===== src/rtl/mips_ctrl_pkg.sv =====
// Shared encodings for the multicycle MIPS control path: states, opcodes,
// datapath select codes and the internal control word.
package mips_ctrl_pkg;

    typedef enum logic [3:0] {
        FETCH1  = 4'd0,
        FETCH2  = 4'd1,
        FETCH3  = 4'd2,
        FETCH4  = 4'd3,
        DECODE  = 4'd4,
        MEMADR  = 4'd5,
        LBRD    = 4'd6,
        LBWR    = 4'd7,
        SBWR    = 4'd8,
        RTYPEEX = 4'd9,
        RTYPEWR = 4'd10,
        BEQEX   = 4'd11,
        JEX     = 4'd12,
        ADDIEX  = 4'd13,
        ADDIWR  = 4'd14
    } state_t;

    localparam logic [5:0] OP_LB    = 6'b100000;
    localparam logic [5:0] OP_SB    = 6'b101000;
    localparam logic [5:0] OP_RTYPE = 6'b000000;
    localparam logic [5:0] OP_BEQ   = 6'b000100;
    localparam logic [5:0] OP_J     = 6'b000010;
    localparam logic [5:0] OP_ADDI  = 6'b001000;

    localparam logic [1:0] ALUOP_ADD   = 2'b00;
    localparam logic [1:0] ALUOP_SUB   = 2'b01;
    localparam logic [1:0] ALUOP_FUNCT = 2'b10;

    localparam logic [1:0] SRCB_REGB   = 2'b00;
    localparam logic [1:0] SRCB_ONE    = 2'b01;
    localparam logic [1:0] SRCB_IMM    = 2'b10;
    localparam logic [1:0] SRCB_BRIMM  = 2'b11;

    localparam logic [1:0] PCSRC_ALU    = 2'b00;
    localparam logic [1:0] PCSRC_ALUOUT = 2'b01;
    localparam logic [1:0] PCSRC_JUMP   = 2'b10;

    typedef struct packed {
        logic       memread;
        logic       memwrite;
        logic       iord;
        logic [3:0] irwrite;
        logic       regwrite;
        logic       regdst;
        logic       memtoreg;
        logic       alusrca;
        logic [1:0] alusrcb;
        logic [1:0] aluop;
        logic [1:0] pcsource;
        logic       pcwrite;
        logic       branch;
    } ctrl_t;

endpackage


===== src/rtl/mips_ctrl_outdec.sv =====
// Combinational state-to-control-word decoder; pcen is formed in the top
// from pcwrite/branch so that only zero reaches it outside the state.
module mips_ctrl_outdec
    import mips_ctrl_pkg::*;
(
    input  state_t st,
    output ctrl_t  ctrl
);

    always_comb begin
        ctrl = '0;
        case (st)
            FETCH1, FETCH2, FETCH3, FETCH4: begin
                ctrl.memread = 1'b1;
                ctrl.alusrcb = SRCB_ONE;
                ctrl.pcwrite = 1'b1;
                ctrl.aluop   = ALUOP_ADD;
                case (st)
                    FETCH1:  ctrl.irwrite = 4'b0001;
                    FETCH2:  ctrl.irwrite = 4'b0010;
                    FETCH3:  ctrl.irwrite = 4'b0100;
                    default: ctrl.irwrite = 4'b1000;
                endcase
            end
            DECODE: ctrl.alusrcb = SRCB_BRIMM;
            MEMADR: begin
                ctrl.alusrca = 1'b1;
                ctrl.alusrcb = SRCB_IMM;
            end
            LBRD: begin
                ctrl.memread = 1'b1;
                ctrl.iord    = 1'b1;
            end
            LBWR: begin
                ctrl.regwrite = 1'b1;
                ctrl.memtoreg = 1'b1;
            end
            SBWR: begin
                ctrl.memwrite = 1'b1;
                ctrl.iord     = 1'b1;
            end
            RTYPEEX: begin
                ctrl.alusrca = 1'b1;
                ctrl.aluop   = ALUOP_FUNCT;
            end
            RTYPEWR: begin
                ctrl.regwrite = 1'b1;
                ctrl.regdst   = 1'b1;
            end
            BEQEX: begin
                ctrl.alusrca  = 1'b1;
                ctrl.aluop    = ALUOP_SUB;
                ctrl.pcsource = PCSRC_ALUOUT;
                ctrl.branch   = 1'b1;
            end
            JEX: begin
                ctrl.pcsource = PCSRC_JUMP;
                ctrl.pcwrite  = 1'b1;
            end
            ADDIEX: begin
                ctrl.alusrca = 1'b1;
                ctrl.alusrcb = SRCB_IMM;
            end
            ADDIWR: ctrl.regwrite = 1'b1;
            default: ctrl = '0;
        endcase
    end

endmodule


===== src/rtl/mips_multicycle_ctrl.sv =====
// Moore control FSM for the 8-bit multicycle MIPS datapath: state register,
// opcode-driven next-state logic and reset gating of the control outputs.
module mips_multicycle_ctrl
    import mips_ctrl_pkg::*;
#(
    parameter int STATE_W = 4
) (
    input  logic               clk,
    input  logic               reset,
    input  logic [5:0]         op,
    input  logic               zero,
    output logic               memread,
    output logic               memwrite,
    output logic               iord,
    output logic [3:0]         irwrite,
    output logic               regwrite,
    output logic               regdst,
    output logic               memtoreg,
    output logic               alusrca,
    output logic [1:0]         alusrcb,
    output logic [1:0]         aluop,
    output logic [1:0]         pcsource,
    output logic               pcen,
    output logic [STATE_W-1:0] state
);

    state_t state_q, state_d;
    ctrl_t  dec, ctrl;

    always_comb begin
        state_d = FETCH1;
        case (state_q)
            FETCH1:  state_d = FETCH2;
            FETCH2:  state_d = FETCH3;
            FETCH3:  state_d = FETCH4;
            FETCH4:  state_d = DECODE;
            DECODE: begin
                case (op)
                    OP_LB, OP_SB: state_d = MEMADR;
                    OP_RTYPE:     state_d = RTYPEEX;
                    OP_BEQ:       state_d = BEQEX;
                    OP_J:         state_d = JEX;
                    OP_ADDI:      state_d = ADDIEX;
                    default:      state_d = FETCH1;
                endcase
            end
            MEMADR: begin
                if (op == OP_LB) begin
                    state_d = LBRD;
                end else if (op == OP_SB) begin
                    state_d = SBWR;
                end else begin
                    state_d = FETCH1;
                end
            end
            LBRD:    state_d = LBWR;
            RTYPEEX: state_d = RTYPEWR;
            ADDIEX:  state_d = ADDIWR;
            default: state_d = FETCH1;
        endcase
    end

    always_ff @(posedge clk) begin
        if (reset) begin
            state_q <= FETCH1;
        end else begin
            state_q <= state_d;
        end
    end

    mips_ctrl_outdec u_outdec (
        .st   (state_q),
        .ctrl (dec)
    );

    // Gate with reset so an abandoned instruction issues no strobe in the reset cycle.
    assign ctrl = reset ? '0 : dec;

    assign memread  = ctrl.memread;
    assign memwrite = ctrl.memwrite;
    assign iord     = ctrl.iord;
    assign irwrite  = ctrl.irwrite;
    assign regwrite = ctrl.regwrite;
    assign regdst   = ctrl.regdst;
    assign memtoreg = ctrl.memtoreg;
    assign alusrca  = ctrl.alusrca;
    assign alusrcb  = ctrl.alusrcb;
    assign aluop    = ctrl.aluop;
    assign pcsource = ctrl.pcsource;
    assign pcen     = ctrl.pcwrite | (ctrl.branch & zero);
    assign state    = STATE_W'(state_q);

endmodule

===== config.mk =====
export PLATFORM = sky130hd
export DESIGN_NAME = mips_multicycle_ctrl
export DESIGN_NICKNAME = d
export VERILOG_FILES = /design/src/rtl/mips_ctrl_pkg.sv /design/src/rtl/mips_ctrl_outdec.sv /design/src/rtl/mips_multicycle_ctrl.sv
export SDC_FILE = /design/constraint.sdc
export NUM_CORES = 1
export LEC_CHECK = 0
export CORE_MARGIN = 5
export CORE_UTILIZATION = 24
export CTS_CLUSTER_DIAMETER = 50
export CTS_CLUSTER_SIZE = 30
export DETAILED_ROUTE_END_ITERATION = 12
export DONT_BUFFER_PORTS = 1
export PLACE_DENSITY = 0.43
export SETUP_SLACK_MARGIN = 0.3
export SYNTH_ARGS = -nofsm -noshare
export SYNTH_HDL_FRONTEND = slang
export SYNTH_SLANG_ARGS = --single-unit

===== constraint.sdc =====
create_clock -name clk -period 1.6 [get_ports clk]
set_input_delay 0.4 -clock clk [delete_from_list [all_inputs] [get_ports clk]]
set_output_delay 0.4 -clock clk [all_outputs]
set_load 0.005 [all_outputs]

==> results of run 1 <==
[worst max-delay path: stages, from the launching register on]
cell	delay, ns
sky130_fd_sc_hd__dfxtp_4	0.39
sky130_fd_sc_hd__buf_4	0.18
sky130_fd_sc_hd__nand2b_1	0.16
sky130_fd_sc_hd__nor2_1	0.13
[kinds of logic (layout without fill, tap and decap cells)]
group	count (synthesis)	count (layout)	synth area share, %
xor+xnor	1	1	1.64
buf+inv	7	17	9.86
compound gates	20	20	23.9
flops	4	4	15.0
simple gates	45	45	49.5
[synth_stat cells, types with 2 or more instances]
cell type	count
sky130_fd_sc_hd__nor2_1	15
sky130_fd_sc_hd__a21oi_1	7
sky130_fd_sc_hd__nor3_1	7
sky130_fd_sc_hd__dfxtp_1	4
sky130_fd_sc_hd__nand2b_1	4
sky130_fd_sc_hd__o21ai_0	4
sky130_fd_sc_hd__nor3b_1	3
sky130_fd_sc_hd__a31oi_1	2
sky130_fd_sc_hd__buf_2	2
sky130_fd_sc_hd__clkbuf_8	2
sky130_fd_sc_hd__nand2_1	2
sky130_fd_sc_hd__nand3_1	2
sky130_fd_sc_hd__nand3b_1	2
sky130_fd_sc_hd__nor2b_1	2
[cell type report]
class                   instances  share of cell area, %
inverters                       1                  0.794
multi-input cells              66                   64.8
repair buffers                 13                   15.1
flip-flops and latches          4                   12.1
clock buffers                   3                   2.86
well taps                      28                   4.44
[path summary, 6_finish.rpt]
path | to | depth (start not counted) | startpoint
worst max-delay path | irwrite[1] | 3 | state[1]
worst min-delay path | state[1] | 1 | reset
worst max register to register | state[2] | 6 | state[0]
worst min register to register | state[0] | 3 | state[3]
[power breakdown]
group	total, mW	switching, mW	internal, mW	leakage, nW
combinational	0.126	0.0630	0.0626	0.212
sequential	0.119	0.0164	0.103	0.0356
clock	0.138	0.0529	0.0847	0.0138
total	0.383	0.132	0.250	0.261
[layer usage]
layer	track usage (%)	routed length, µm	vias up	part of all wire, %
met2	19.4	859	23	45
met4	5.96	34	0	1.8
met5	0	0	-	0
met3	4.98	151	5	8.0
met1	16.0	848	285	45
li1	-	-	306	-
[metrics by stage]
stage	hold slack, ns	util (%)	area [µm²]	power (mW)	instances
6_report	0.203	36.3	788	0.383	115
3_5_place_dp	0.471	25.8	561	0.201	101
2_1_floorplan	0.477	-	579	0.201	77
3_3_place_gp	0.471	25.8	561	0.200	101
4_1_cts	0.213	33.0	716	0.363	111
5_1_grt	0.186	36.3	788	0.414	115
[what timing repair did]
action / 4_1_cts / 5_1_grt
setup buffers: 7 / 4
gates resized for setup: 30 / 10
pin swaps: 11 / 4
endpoints found under the setup margin: 20 / 21
==> out/qor.txt, run 1 <==
run status: completed
gr usage total: 12.9%
Sequential Area: 95.1 µm²
Post-Syn Area per Cell: 6.92 µm²
drt first-iter violations: 19
die height: 57.1 µm
synthesis-to-layout area growth: 47.9%
Seq/Total Area, Yosys: 15.0%
Synthesized Nets: 86
headroom to the max-slew limit: 81.6%
initial antenna violation count: 0
critical path startpoint category: register
post-layout worst setup margin: 0.0873 ns
max FFs per register: 4
count of warnings emitted by yosys: 0
number of instances in the synthesized netlist: 77
Die Width: 57.1 µm
asr flop ratio synth: 0%
drt first pass iters: 4
ratio of routed vias to standard cells: 5.38
clock latency reported for the late side of the worst-skew pair: 0.25 ns
Clk pin slew, worst setup/hold paths: 0.05 ns
count of unique library cells instantiated by Yosys: 33
worst clock skew on the final layout: 0.0122 ns
CTS tree: built
RSZ-0062 raised after global routing: yes
I/O Pins: 31
core area: 0.00217 mm²
CTS HTree Levels: 1
layout cells sized above 1: 56.3%
post-detailed-route count of antenna-violating nets: 0
via count of the routed design: 619
static leakage power: 0.261 nW
Post-route DRC: 0
Area contributors post-synth: sky130_fd_sc_hd__dfxtp_1 (15%), sky130_fd_sc_hd__nor2_1 (11%), sky130_fd_sc_hd__a21oi_1 (6.6%)
Worst IR Drop VDD: 327 µV
most common library cell in the layout ignoring fill and taps: sky130_fd_sc_hd__nor2_1
Hold Fails Final Rpt: 0
number of inserted filler cells in the final layout: 248
endpoint class of the critical path: output pin
mapped cell area: 533 µm²
highest net fanout along the worst path: 11
number of global-route vias before repair: 614
# setup viols final: 0
Num Clock Sinks: 4
Post-CTS Hold Fix Bufs: 0
share of the clock period used by the worst path after layout: 94.5%
initial core utilization: 24.6%
Pins Over Slew Limit: 0
reg2reg setup slack: 0.26 ns
minimum clock period after layout: 1.51 ns
number of clock buffers inserted by TritonCTS: 3
average wire per cell in the routed design: 16.5 µm
most frequent cells in the layout: sky130_fd_sc_hd__nor2_1 (8), sky130_fd_sc_hd__buf_4 (6), sky130_fd_sc_hd__a21oi_1 (5), sky130_fd_sc_hd__nor2_2 (5)
grt ovf: 0
count of inserted antenna diode cells: 0
half-perimeter wire length of the detailed placement result: 1.20 mm
full die area: 0.00326 mm²
wire length reported by the detailed router: 1.89 mm
number of buffers inserted by port buffering: 0
transition time at the pin with the least slew margin: 0.274 ns
total power per unit cell area: 485 mW/mm²
RD Place Congestion: 0.675
Sum Neg Setup Slack: 0 ns
worst slack at placement: 0.136 ns
maximum clock insertion buffer count: 2
top achievable clock speed: 661 MHz
type of the worst min-delay path: in2reg
critical path data required time: 1.20 ns
site row count: 17
Synth top area share: 15.0%
total number of nets in the final design: 98
pin count of the biggest net entering global routing: 14
synthesis-stage register bit count: 4
number of flops mapped to enable cells by yosys: 0
global-route wire length before repair: 3.23 mm
arrival time worst endpoint: 1.11 ns
cell type with the highest aggregate area in the netlist: sky130_fd_sc_hd__dfxtp_1
clk root buf: sky130_fd_sc_hd__clkbuf_4
kind of critical path: reg2out
Primary FF master, synth: sky130_fd_sc_hd__dfxtp_1
area of the multi-input gates: 510 µm²
Maximum Capacitance Violations: 0
Note: power is estimated with default switching activity, not from simulation.
==> inputs of run 2 (changes only) <==
--- a/config.mk
+++ b/config.mk
@@ -12,6 +12,7 @@
 export DETAILED_ROUTE_END_ITERATION = 12
 export DONT_BUFFER_PORTS = 1
 export PLACE_DENSITY = 0.43
+export RECOVER_POWER = 100
 export SETUP_SLACK_MARGIN = 0.3
 export SYNTH_ARGS = -nofsm -noshare
 export SYNTH_HDL_FRONTEND = slang
==> run 2 against run 1 <==
Against the previous run: final cell count unchanged; via count increased by 1.1%; wire length is the same; critical endpoint is now pcen; highest routed layer unchanged.
==> out/qor.txt, run 2 (same netlist as run 1, synthesis figures left out) <==
critical path startpoint category: register (unchanged)
I/O Pins: 31 (unchanged)
synthesis-to-layout area growth: 42.0% (was 47.9%)
grt peak-use layer: met2 (unchanged)
gr usage total: 12.9% (unchanged)
Pins Over Slew Limit: 0 (unchanged)
Post-route DRC: 0 (unchanged)
Hold Fails Final Rpt: 0 (unchanged)
run status: completed (unchanged)
most frequent cells in the layout: sky130_fd_sc_hd__nor2_1 (10), sky130_fd_sc_hd__a21oi_1 (5), sky130_fd_sc_hd__buf_4 (5) (was sky130_fd_sc_hd__nor2_1 (8), sky130_fd_sc_hd__buf_4 (6), sky130_fd_sc_hd__a21oi_1 (5), sky130_fd_sc_hd__nor2_2 (5))
wire length reported by the detailed router: 1.89 mm (unchanged)
Sum Neg Setup Slack: 0 ns (unchanged)
static leakage power: 0.255 nW (was 0.261 nW)
half-perimeter wire length of the detailed placement result: 1.20 mm (unchanged)
Num Clock Sinks: 4 (unchanged)
Post-CTS Hold Fix Bufs: 0 (unchanged)
routing usage on met2: 19.4% (unchanged)
Die Width: 57.1 µm (unchanged)
# setup viols final: 0 (unchanged)
clock latency reported for the late side of the worst-skew pair: 0.25 ns (about the same)
arrival time worst endpoint: 1.12 ns (was 1.11 ns)
highest net fanout along the worst path: 6 (was 11)
minimum clock period after layout: 1.52 ns (was 1.51 ns)
max FFs per register: 4 (unchanged)
number of global-route vias before repair: 614 (unchanged)
endpoint class of the critical path: output pin (unchanged)
kind of critical path: reg2out (unchanged)
site row count: 17 (unchanged)
full die area: 0.00326 mm² (unchanged)
critical path data required time: 1.20 ns (about the same)
post-detailed-route count of antenna-violating nets: 0 (unchanged)
via count of the routed design: 626 (was 619)
number of clock buffers inserted by TritonCTS: 3 (unchanged)
RD Place Congestion: 0.675 (unchanged)
maximum clock insertion buffer count: 2 (unchanged)
top achievable clock speed: 658 MHz (was 661 MHz)
grt ovf: 0 (unchanged)
global-route met1 utilization: 16.0% (unchanged)
global-route wire length before repair: 3.23 mm (unchanged)
Worst IR Drop VDD: 326 µV (was 327 µV)
pin count of the biggest net entering global routing: 14 (unchanged)
CTS HTree Levels: 1 (unchanged)
placed inst area: 561 µm² (unchanged)
initial core utilization: 24.6% (unchanged)
count of inserted antenna diode cells: 0 (unchanged)
die height: 57.1 µm (unchanged)
CTS tree: built (unchanged)
met3 demand-to-capacity share in global routing: 4.98% (unchanged)
transition time at the pin with the least slew margin: 0.277 ns (was 0.274 ns)
worst clock skew on the final layout: 0.0125 ns (was 0.0122 ns)
layout cells sized above 1: 51.7% (was 56.3%)
core area: 0.00217 mm² (unchanged)
Clk pin slew, worst setup/hold paths: 0.05 ns (about the same)
most common library cell in the layout ignoring fill and taps: sky130_fd_sc_hd__nor2_1 (unchanged)
headroom to the max-slew limit: 81.4% (was 81.6%)
initial antenna violation count: 0 (unchanged)
ratio of routed vias to standard cells: 5.44 (was 5.38)
drt first pass iters: 4 (unchanged)
reg2reg setup slack: 0.19 ns (was 0.26 ns)
total power per unit cell area: 492 mW/mm² (was 485 mW/mm²)
final std cell area, no fill: 757 µm² (was 788 µm²)
total number of nets in the final design: 98 (unchanged)
worst-case reg-to-reg path depth: 6 (unchanged)
Placed Cells incl. Taps: 101 (unchanged)
number of buffers inserted by port buffering: 0 (unchanged)
share of the clock period used by the worst path after layout: 95.0% (was 94.5%)
worst reg2reg path startpoint: state[0] (unchanged)
RSZ-0062 raised after global routing: yes (unchanged)
R2R Path End: state[2] (unchanged)
non-filler cells, final: 115 (unchanged)
type of the worst min-delay path: in2reg (unchanged)
average wire per cell in the routed design: 16.5 µm (unchanged)
Maximum Capacitance Violations: 0 (unchanged)
endpoint of the most critical setup path: pcen (was irwrite[1])
first element of the critical path: state[0] (was state[1])
drt first-iter violations: 17 (was 19)
clk root buf: sky130_fd_sc_hd__clkbuf_4 (unchanged)
[run 2: per-layer routing]
metal / vias to the layer above / part of all wire (%)
li1: 308 / -
met1: 292 / 44
met2: 21 / 46
met3: 5 / 7.5
met4: 0 / 1.8
met5: - / 0
[run 2: worst min-delay path by stage]
stage,depth (start not counted),endpoint,start,slack (ns)
after global placement,1,state[1],reset,0.47
after detailed placement,1,state[1],reset,0.47
after CTS,1,state[1],reset,0.21
after floorplan,1,state[0],reset,0.48
final,1,state[1],reset,0.20
after global routing,1,state[1],reset,0.19
[run 2: layout make-up]
class | instances | area, µm²
Timing Repair Buffer | 13 | 109
Inverter | 1 | 6.26
Multi-Input combinational cell | 66 | 489
Tap cell | 28 | 35.0
Sequential cell | 4 | 95.1
Clock buffer | 3 | 22.5
Fill cell | 249 | 1410
[run 2: worst max-delay path, stage by stage, from the launching register on]
cell and delay, ns:
sky130_fd_sc_hd__dfxtp_4 0.38, sky130_fd_sc_hd__clkbuf_2 0.18, sky130_fd_sc_hd__nor2_4 0.05, sky130_fd_sc_hd__a31oi_1 0.18, sky130_fd_sc_hd__nor2_1 0.08
[run 2: what timing repair did]
action,CTS,global route
cloned,0,0
setup buffers,7,4
gates resized for setup,30,10
endpoints found under the hold margin,0,0
pin swaps,11,4
endpoints found under the setup margin,20,21
[run 2: power breakdown]
| group | internal, mW | total (mW) | switching [mW] | leakage (nW) |
|---|---|---|---|---|
| logic | 0.0559 | 0.115 | 0.0591 | 0.206 |
| registers | 0.103 | 0.119 | 0.0158 | 0.0356 |
| clock network | 0.0847 | 0.138 | 0.0536 | 0.0138 |
| total | 0.244 | 0.372 | 0.128 | 0.255 |
[run 2: stage by stage]
step / hold slack, ns / power (mW) / utilization [%] / worst slack, ns
after detailed placement: 0.471 / 0.201 / 25.8 / 0.136
after CTS: 0.213 / 0.363 / 33.0 / 0.0891
after floorplan: 0.477 / 0.201 / - / 0.264
after global placement: 0.471 / 0.200 / 25.8 / 0.154
after global routing: 0.186 / 0.402 / 34.9 / 0.0245
final: 0.204 / 0.372 / 34.9 / 0.0800
==> inputs of run 3 (changes only) <==
--- a/config.mk
+++ b/config.mk
@@ -5,7 +5,6 @@
 export SDC_FILE = /design/constraint.sdc
 export NUM_CORES = 1
 export LEC_CHECK = 0
-export CORE_MARGIN = 5
 export CORE_UTILIZATION = 24
 export CTS_CLUSTER_DIAMETER = 50
 export CTS_CLUSTER_SIZE = 30
==> run 3 against run 2 <==
Against the previous run: via count grew 2.1%; cell area rose by 3.0%; non-clock buffer count grew 3; sequential power about the same; final cell count is 1.7% higher; register-to-register slack hardly changed; critical endpoint is now alusrcb[1]; clock-buffer cell count did not move.
==> out/qor.txt, run 3 (same netlist as run 1, synthesis figures left out) <==
run status: completed (unchanged)
Maximum Capacitance Violations: 0 (unchanged)
Clk pin slew, worst setup/hold paths: 0.04 ns (was 0.05 ns)
drt first-iter violations: 24 (was 17)
gr usage total: 14.7% (was 12.9%)
total number of nets in the final design: 101 (was 98)
CTS tree: built (unchanged)
initial antenna violation count: 0 (unchanged)
Sequential Area: 95.1 µm² (unchanged)
I/O Pins: 31 (unchanged)
headroom to the max-slew limit: 82.0% (was 81.4%)
# setup viols final: 0 (unchanged)
number of inserted filler cells in the final layout: 215 (was 249)
CTS HTree Levels: 1 (unchanged)
ratio of routed vias to standard cells: 5.46 (was 5.44)
full die area: 0.00241 mm² (was 0.00326 mm²)
worst clock skew on the final layout: 0.000824 ns (was 0.0125 ns)
number of clock buffers inserted by TritonCTS: 3 (unchanged)
grt ovf: 0 (unchanged)
minimum clock period after layout: 1.53 ns (was 1.52 ns)
layout cells sized above 1: 48.9% (was 51.7%)
worst slack at placement: 0.145 ns (was 0.136 ns)
die height: 49.1 µm (was 57.1 µm)
most frequent cells in the layout: sky130_fd_sc_hd__nor2_1 (12), sky130_fd_sc_hd__buf_4 (8), sky130_fd_sc_hd__a21oi_1 (7) (was sky130_fd_sc_hd__nor2_1 (10), sky130_fd_sc_hd__a21oi_1 (5), sky130_fd_sc_hd__buf_4 (5))
wire length reported by the detailed router: 1.82 mm (was 1.89 mm)
static leakage power: 0.272 nW (was 0.255 nW)
arrival time worst endpoint: 1.13 ns (was 1.12 ns)
post-layout worst setup margin: 0.0741 ns (was 0.0800 ns)
Sum Neg Setup Slack: 0 ns (unchanged)
share of the clock period used by the worst path after layout: 95.4% (was 95.0%)
RSZ-0062 raised after global routing: yes (unchanged)
type of the worst min-delay path: in2reg (unchanged)
RD Place Congestion: 0.659 (was 0.675)
site row count: 16 (was 17)
initial core utilization: 26.4% (was 24.6%)
top achievable clock speed: 655 MHz (was 658 MHz)
highest net fanout along the worst path: 8 (was 6)
endpoint class of the critical path: output pin (unchanged)
average wire per cell in the routed design: 15.6 µm (was 16.5 µm)
number of global-route vias before repair: 586 (was 614)
pin count of the biggest net entering global routing: 14 (unchanged)
clock latency reported for the late side of the worst-skew pair: 0.23 ns (was 0.25 ns)
placed inst area: 567 µm² (was 561 µm²)
drt first pass iters: 4 (unchanged)
kind of critical path: reg2out (unchanged)
max FFs per register: 4 (unchanged)
clk root buf: sky130_fd_sc_hd__clkbuf_4 (unchanged)
Die Width: 49.1 µm (was 57.1 µm)
Post-route DRC: 0 (unchanged)
most common library cell in the layout ignoring fill and taps: sky130_fd_sc_hd__nor2_1 (unchanged)
Num Clock Sinks: 4 (unchanged)
Hold Fails Final Rpt: 0 (unchanged)
critical path data required time: 1.20 ns (about the same)
area of the multi-input gates: 484 µm² (was 489 µm²)
Post-CTS Hold Fix Bufs: 0 (unchanged)
total power per unit cell area: 475 mW/mm² (was 492 mW/mm²)
final std cell area, no fill: 779 µm² (was 757 µm²)
global-route wire length before repair: 2.74 mm (was 3.23 mm)
Worst IR Drop VDD: 198 µV (was 326 µV)
Pins Over Slew Limit: 0 (unchanged)
maximum clock insertion buffer count: 2 (unchanged)
synthesis-to-layout area growth: 46.2% (was 42.0%)
via count of the routed design: 639 (was 626)
number of buffers inserted by port buffering: 0 (unchanged)
transition time at the pin with the least slew margin: 0.267 ns (was 0.277 ns)
count of inserted antenna diode cells: 0 (unchanged)
post-detailed-route count of antenna-violating nets: 0 (unchanged)
half-perimeter wire length of the detailed placement result: 1.06 mm (was 1.20 mm)
core area: 0.00202 mm² (was 0.00217 mm²)
critical path startpoint category: register (unchanged)
worst hold slack: 0.228 ns (was 0.204 ns)
-- run 3: cell count changes in the layout (fill, tap and decap cells not counted), moves of 2 or more --
cell                       previous run  this run
sky130_fd_sc_hd__nand2b_4             0         2
sky130_fd_sc_hd__buf_2                2         0
sky130_fd_sc_hd__buf_4                5         8
sky130_fd_sc_hd__nor2_1              10        12
sky130_fd_sc_hd__nand2_1              0         2
sky130_fd_sc_hd__clkbuf_2             1         3
sky130_fd_sc_hd__nand3_2              0         2
sky130_fd_sc_hd__nand3_1              2         0
sky130_fd_sc_hd__a21oi_1              5         7
sky130_fd_sc_hd__nand2b_1             4         2
sky130_fd_sc_hd__nand2_2              2         0
sky130_fd_sc_hd__a21oi_2              2         0
-- run 3: metal layers --
| layer | wire length (µm) | vias to the layer above | GRT usage, % |
|---|---|---|---|
| li1 | - | 312 | - |
| met2 | 930 | 26 | 24.9 |
| met5 | 0 | - | 0 |
| met1 | 801 | 299 | 17.3 |
| met3 | 78 | 2 | 2.80 |
| met4 | 12 | 0 | 7.84 |
-- run 3: report_power, final --
part           internal, mW  total (mW)  switching, mW
clock network        0.0839       0.125         0.0411
logic                0.0653       0.126         0.0603
registers             0.103       0.119         0.0162
total                 0.252       0.370          0.118
-- run 3: worst max-delay path, cell delays in order (launching register included) --
cell and delay (ns):
sky130_fd_sc_hd__dfxtp_4 0.38, sky130_fd_sc_hd__buf_6 0.14, sky130_fd_sc_hd__nand2b_1 0.15, sky130_fd_sc_hd__nor3_1 0.21
-- run 3: final timing paths --
path | start | end | slack, ns | depth (start not counted)
setup / recovery | state[1] | alusrcb[1] | 0.07 | 3
setup reg to reg | state[2] | state[1] | 0.20 | 6
hold reg to reg | state[1] | state[2] | 0.70 | 3
hold / removal | reset | state[2] | 0.23 | 1
-- run 3: what timing repair did --
action	in CTS	in global routing
resized for setup	14	24
pin swaps	7	9
buffers inserted	4	9
endpoints found under the setup margin	21	20
hold endpoints to repair	0	0
-- run 3: area by class of cell --
cell class | instances | area share [%]
inverters | 1 | 0.482
repair buffers | 16 | 18.0
well taps | 27 | 4.33
clock buffers | 3 | 2.89
multi-input cells | 66 | 62.1
flip-flops and latches | 4 | 12.2
-- run 3: per-stage QoR --
step	total power, mW	cells	utilization [%]
after global routing	0.394	117	38.6
after detailed placement	0.200	101	28.0
final	0.370	117	38.6
after global placement	0.201	101	28.0
after CTS	0.339	108	32.6
after floorplan	0.201	77	-
